$ cat config.mk
export PLATFORM = sky130hd
export DESIGN_NAME = nnrv_dump_flat
export DESIGN_NICKNAME = d
export VERILOG_FILES = /design/src/rtl/nnrv_dump_pkg.sv /design/src/rtl/nnrv_dump_if.sv /design/src/rtl/nnrv_dump.sv /design/src/flat_wrapper.sv
export SDC_FILE = /design/constraint.sdc
export NUM_CORES = 1
export LEC_CHECK = 0
export BUFFER_PORTS_ARGS = -buffer_cell sky130_fd_sc_hd__buf_4
export CORE_UTILIZATION = 35
export DETAILED_ROUTE_END_ITERATION = 8
export PLACE_DENSITY = 0.55
export SYNTH_ARGS = -nofsm -noshare
export SYNTH_HDL_FRONTEND = slang
export SYNTH_SLANG_ARGS = --single-unit
$ cat constraint.sdc
create_clock -name i_clk -period 4.3 [get_ports i_clk]
set_input_delay 0.43 -clock i_clk [delete_from_list [all_inputs] [get_ports i_clk]]
set_output_delay 0.43 -clock i_clk [all_outputs]
set_load 0.03 [all_outputs]
$ cat src/rtl/nnrv_dump_pkg.sv
// Shared definitions for the nnrv_dump state-dump engine: FSM encoding and
// default frame parameters.
package nnrv_dump_pkg;

   typedef enum logic [2:0] {
      ST_IDLE = 3'd0,
      ST_HDR  = 3'd1,
      ST_RD   = 3'd2,
      ST_WAIT = 3'd3,
      ST_SEND = 3'd4,
      ST_TRL  = 3'd5,
      ST_DONE = 3'd6
   } state_e;

   localparam int unsigned NUM_REGS_DEF  = 32;
   localparam int unsigned RAM_WORDS_DEF = 32;
   localparam int unsigned RAM_AW_DEF    = 8;
   localparam logic [7:0]  HDR_BYTE_DEF  = 8'hA5;
   localparam logic [7:0]  TRL_BYTE_DEF  = 8'h5A;

endpackage

$ cat src/rtl/nnrv_dump_if.sv
// Byte stream valid/ready link from the dump engine to the UART transmitter.
//   tx_data  : byte to transmit (master -> slave)
//   tx_valid : tx_data valid    (master -> slave)
//   tx_ready : sink accepts     (slave -> master)
interface nnrv_dump_if;
   logic [7:0] tx_data;
   logic       tx_valid;
   logic       tx_ready;

   modport master (output tx_data, output tx_valid, input  tx_ready);
   modport slave  (input  tx_data, input  tx_valid, output tx_ready);
endinterface

$ cat src/rtl/nnrv_dump.sv
// Post-run state dump engine. On a start pulse it reads the register file and
// then the data RAM, serialises each 32-bit word MSB-first and streams the
// bytes, framed by a header and trailer marker, over a valid/ready link.
//   i_clk, i_rst        : clock, asynchronous active-low reset
//   i_start             : single-cycle dump request (honoured only in IDLE)
//   o_busy / o_done     : frame in progress / one-cycle completion pulse
//   o_reg_addr/i_reg_data : register-file read port, 1-cycle latency
//   o_ram_addr/i_ram_data : data-RAM read port, 1-cycle latency
//   tx                  : byte stream master
module nnrv_dump
   import nnrv_dump_pkg::*;
#(
   parameter int unsigned NUM_REGS  = NUM_REGS_DEF,
   parameter int unsigned RAM_WORDS = RAM_WORDS_DEF,
   parameter int unsigned RAM_AW    = RAM_AW_DEF,
   parameter logic [7:0]  HDR_BYTE  = HDR_BYTE_DEF,
   parameter logic [7:0]  TRL_BYTE  = TRL_BYTE_DEF
) (
   input  logic              i_clk,
   input  logic              i_rst,
   input  logic              i_start,
   output logic              o_busy,
   output logic              o_done,
   output logic [4:0]        o_reg_addr,
   input  logic [31:0]       i_reg_data,
   output logic [RAM_AW-1:0] o_ram_addr,
   input  logic [31:0]       i_ram_data,
   nnrv_dump_if.master       tx
);

   localparam int unsigned NUM_WORDS = NUM_REGS + RAM_WORDS;
   // One spare bit so the index never wraps before the final compare.
   localparam int unsigned WW        = $clog2(NUM_WORDS) + 1;
   localparam logic [WW-1:0] LAST_W  = WW'(NUM_WORDS - 1);
   localparam logic [WW-1:0] REGS_W  = WW'(NUM_REGS);

   state_e        state_q;
   logic [WW-1:0] w_q;
   logic [WW-1:0] w_d;
   logic [1:0]    bcnt_q;
   logic [31:0]   shreg_q;
   logic          xfer_c;

   assign xfer_c = tx.tx_valid && tx.tx_ready;

   // Word index the next RD state will address: current word when leaving HDR,
   // the following word when leaving SEND.
   always_comb begin
      w_d = w_q;
      if (state_q == ST_SEND) begin
         w_d = w_q + WW'(1);
      end
   end

   // Single FSM process; every output is a register updated on the transition
   // into the state where it must be visible.
   always_ff @(posedge i_clk or negedge i_rst) begin
      if (!i_rst) begin
         state_q     <= ST_IDLE;
         w_q         <= '0;
         bcnt_q      <= '0;
         shreg_q     <= '0;
         o_busy      <= 1'b0;
         o_done      <= 1'b0;
         o_reg_addr  <= '0;
         o_ram_addr  <= '0;
         tx.tx_data  <= '0;
         tx.tx_valid <= 1'b0;
      end else begin
         case (state_q)
            ST_IDLE: begin
               if (i_start) begin
                  state_q     <= ST_HDR;
                  w_q         <= '0;
                  o_busy      <= 1'b1;
                  tx.tx_valid <= 1'b1;
                  tx.tx_data  <= HDR_BYTE;
               end
            end
            ST_HDR, ST_SEND: begin
               if (xfer_c) begin
                  if (state_q == ST_SEND && bcnt_q != 2'd3) begin
                     shreg_q    <= shreg_q << 8;
                     bcnt_q     <= bcnt_q + 2'd1;
                     tx.tx_data <= shreg_q[23:16];
                  end else if (state_q == ST_SEND && w_q == LAST_W) begin
                     state_q    <= ST_TRL;
                     tx.tx_data <= TRL_BYTE;
                  end else begin
                     // Next word: present its address during RD and WAIT.
                     state_q     <= ST_RD;
                     w_q         <= w_d;
                     tx.tx_valid <= 1'b0;
                     if (w_d < REGS_W) begin
                        o_reg_addr <= 5'(w_d);
                     end else begin
                        o_ram_addr <= RAM_AW'(w_d - REGS_W);
                     end
                  end
               end
            end
            ST_RD: begin
               state_q <= ST_WAIT;
            end
            ST_WAIT: begin
               // Read data arrives one cycle after the address, i.e. now.
               state_q     <= ST_SEND;
               bcnt_q      <= '0;
               shreg_q     <= (w_q < REGS_W) ? i_reg_data : i_ram_data;
               tx.tx_data  <= (w_q < REGS_W) ? i_reg_data[31:24] : i_ram_data[31:24];
               tx.tx_valid <= 1'b1;
            end
            ST_TRL: begin
               if (xfer_c) begin
                  state_q     <= ST_DONE;
                  tx.tx_valid <= 1'b0;
                  o_busy      <= 1'b0;
                  o_done      <= 1'b1;
               end
            end
            ST_DONE: begin
               state_q <= ST_IDLE;
               o_done  <= 1'b0;
            end
            default: begin
               state_q <= ST_IDLE;
            end
         endcase
      end
   end

endmodule

$ cat src/flat_wrapper.sv
// flat-port wrapper written by rule: the top's interface ports become plain ports
module nnrv_dump_flat import nnrv_dump_pkg::*;
#(
   parameter int unsigned NUM_REGS  = NUM_REGS_DEF,
   parameter int unsigned RAM_WORDS = RAM_WORDS_DEF,
   parameter int unsigned RAM_AW    = RAM_AW_DEF,
   parameter logic [7:0]  HDR_BYTE  = HDR_BYTE_DEF,
   parameter logic [7:0]  TRL_BYTE  = TRL_BYTE_DEF
)
  (i_clk, i_rst, i_start, o_busy, o_done, o_reg_addr, i_reg_data, o_ram_addr, i_ram_data, tx_tx_data, tx_tx_valid, tx_tx_ready);
  nnrv_dump_if tx_i ();
  input  logic i_clk;
  input  logic i_rst;
  input  logic i_start;
  output logic o_busy;
  output logic o_done;
  output logic [4:0] o_reg_addr;
  input  logic [31:0] i_reg_data;
  output logic [RAM_AW-1:0] o_ram_addr;
  input  logic [31:0] i_ram_data;
  output wire logic [$bits(tx_i.tx_data)-1:0] tx_tx_data;
  output wire logic [$bits(tx_i.tx_valid)-1:0] tx_tx_valid;
  input wire logic [$bits(tx_i.tx_ready)-1:0] tx_tx_ready;
  assign tx_tx_data = tx_i.tx_data;
  assign tx_tx_valid = tx_i.tx_valid;
  assign tx_i.tx_ready = tx_tx_ready;
  nnrv_dump #(.NUM_REGS(NUM_REGS), .RAM_WORDS(RAM_WORDS), .RAM_AW(RAM_AW), .HDR_BYTE(HDR_BYTE), .TRL_BYTE(TRL_BYTE)) u_core (.i_clk(i_clk), .i_rst(i_rst), .i_start(i_start), .o_busy(o_busy), .o_done(o_done), .o_reg_addr(o_reg_addr), .i_reg_data(i_reg_data), .o_ram_addr(o_ram_addr), .i_ram_data(i_ram_data), .tx(tx_i));
endmodule
==> flow_summary.yaml <==
yosys:
  syn_area_per_cell_um2: 9.25
  syn-num-nets: 432
  yosysMostFrequentCell: "nand2_1"
  synth_top_area_share_pct: 45.0
  yosysTopAreaCell: "dfrtp_1"
  ys_warn_count: 0
  synth_common_cells: "nand2_1 (63), dfrtp_1 (60), o21ai_0 (43)"
  ys_types: 48
  syn_inst: 361
  synth_edf_count: 0
  async_flop_share_pct: 100
  synth-seq-area-share_pct: 45.0
  netlist_area_um2: 3340
  synthFlopType: "dfrtp_1"
  synth_area_leaders: "dfrtp_1 (45%), nand2_1 (7.1%), o21ai_0 (6.4%)"
  ys_ff_latch: 60
timing:
  setup_tns_ns: 0
  rsz0062_at_grt: "no"
  min_period_ns: 2.70
  hold_viol: 0
  worstMarginPinSlew_ns: 0.874
  setup_viol: 0
  drv_slew: 0
  fin_crit_sh_pct: 62.7
  setup_slack_ns: 1.60
  relSlewSlack_pct: 41.6
  fmax_mhz: 371
  skew_ns: 0.00594
clock_tree:
  clockBufferDepth: 2
  clockRootBuffer: "clkbuf_8"
  clk_transition_reported_paths_ns: 0.07
  post_cts_buffers: 0
  holdBufCountCts: 0
  clkSinkCount: 60
  cts_resized: 0
  htree_levels: 3
  cts_tree: "done"
  worstSkewPairLatency_ns: 0.33
  cts_inserted_buffers: 9
detailed_routing:
  drcViolationCount: 0
  drtIter0Drc: 108
  totalWireLength_mm: 8.38
  vias_per_cell: 5.04
  routed-via-count: 2904
  avgRoutedWirePerCell_um: 14.5
  firstDrtPassIters: 4
  ant_nets: 0
final_layout:
  nets: 513
  drive_gt1_share_pct: 31.1
  syn_to_final_growth_pct: 28.3
  n_antenna_cell: 0
  final_cell_area_um2: 4280
place:
  port_buffers: 91
  place_area_um2: 4090
  place_ws_ns: 1.63
  globalplace.congestion: 0.829
  dp_hpwl_mm: 5.89
setup_path:
  path_class: "flop to flop"
  reg2reg_depth: 8
  cp.arrival_ns: 2.91
  crit_path_end_kind: "flop"
  cp-start-kind: "flop"
  path_max_fanout: 17
  crit_required_ns: 4.52
floorplan:
  io_pins: 92
  core_area_um2: 9240
  dieArea_um2: 9930
  die_width_um: 99.7
  floorplan.initialDensity_pct: 36.1
  die_h_um: 99.7
  row_count: 35
grt:
  antenna_found_initial: 0
  grt_max_degree: 61
  grt_usage_pct: 18.2
  grt_pass1_wl_mm: 14.1
  grt_pass1_vias: 2871
  grt.overflow.total: 0
outcome:
  status: "finished clean"
pwr:
  vdd_drop_max_v: 0.000197
  power_density_nw_per_um2: 560
  p_leak_uw: 0.00207
min_path:
  hold_path_class: "input pin to async pin"
flow_run:
  max-cap-violations: 0
==> cell usage in the layout (no fill, tap or decap), types with 6 or more instances in the layout <==
cell type,instances
mux2i_1,13
nor2_1,16
buf_4,93
clkbuf_8,9
mux2_2,17
nand2_1,63
o21ai_1,17
a21oi_1,38
o21ai_0,43
dfrtp_1,60
nand3_1,6
==> power by group <==
part / switching [uW] / internal (uW)
Sequential: 153 / 740
Combinational: 573 / 429
Clock: 235 / 268
==> stage by stage <==
step	util [%]	power [uW]	hold WS (ns)	cells
5_1_grt	46.3	2580	0.244	576
3_5_place_dp	44.3	1920	0.470	560
2_1_floorplan	-	1630	0.134	361
4_1_cts	46.3	2430	0.201	576
6_report	46.3	2400	0.151	576
3_3_place_gp	44.3	1910	0.462	560
==> final timing paths <==
kind | slack, ns | end | from
min in group i_clk | 0.38 | u_core.shreg_q[7] | i_ram_data[7]
max in group asynchronous | 3.62 | u_core.shreg_q[17] | i_rst
worst min-delay path | 0.15 | u_core.w_q[2] | i_rst
worst max register to register | 1.60 | u_core.o_ram_addr[5] | u_core.state_q[2]
worst max-delay path | 1.60 | u_core.o_ram_addr[5] | u_core.state_q[2]
worst min register to register | 0.49 | u_core.shreg_q[6] | u_core.shreg_q[6]
==> critical path, cell delays in order, from the launching register on <==
cell	delay [ns]
dfrtp_1	0.64
nor3b_2	0.35
and3_1	0.24
nand4_1	0.12
xor2_1	0.19
ha_1	0.28
nor2_1	0.19
nand4b_4	0.21
mux2_1	0.37
==> logic make-up after synthesis <==
kind of cell | count (synthesis) | share of synthesized area [%]
AO/OA/AOI/OAI | 120 | 20.5
XOR/XNOR | 7 | 1.84
adder cells (fa/ha/maj) | 3 | 1.12
buffers and inverters | 26 | 3.64
flip-flops | 60 | 45.0
multiplexers | 31 | 9.97
AND/OR/NAND/NOR | 114 | 18.0
==> state kept, by name, summed over array words and instances (netlist names) <==
register / cells
u_core.tx.tx_data: 8
u_core.tx.tx_valid: 1
u_core.shreg_q: 24
u_core.w_q: 7
u_core.o_busy: 1
u_core.o_done: 1
u_core.state_q: 3
u_core.o_reg_addr: 5
u_core.bcnt_q: 2
u_core.o_ram_addr: 8
==> layout make-up <==
| type | count | area (um2) |
|---|---|---|
| Timing Repair Buffer | 93 | 698 |
| Multi-Input combinational cell | 275 | 1720 |
| Inverter | 3 | 11.3 |
| Clock buffer | 10 | 128 |
| Fill cell | 912 | 4960 |
| Sequential cell | 60 | 1500 |
| Clock inverter | 6 | 63.8 |
| Tap cell | 129 | 161 |
==> metal layers <==
layer	share of wire (%)	wire length, um	track usage [%]
met1	47	3960	24.7
met2	46	3840	28.5
met3	5.5	463	3.30
met4	1.4	120	7.35
met5	0	0	0
Power figures use the tool's default switching activity.
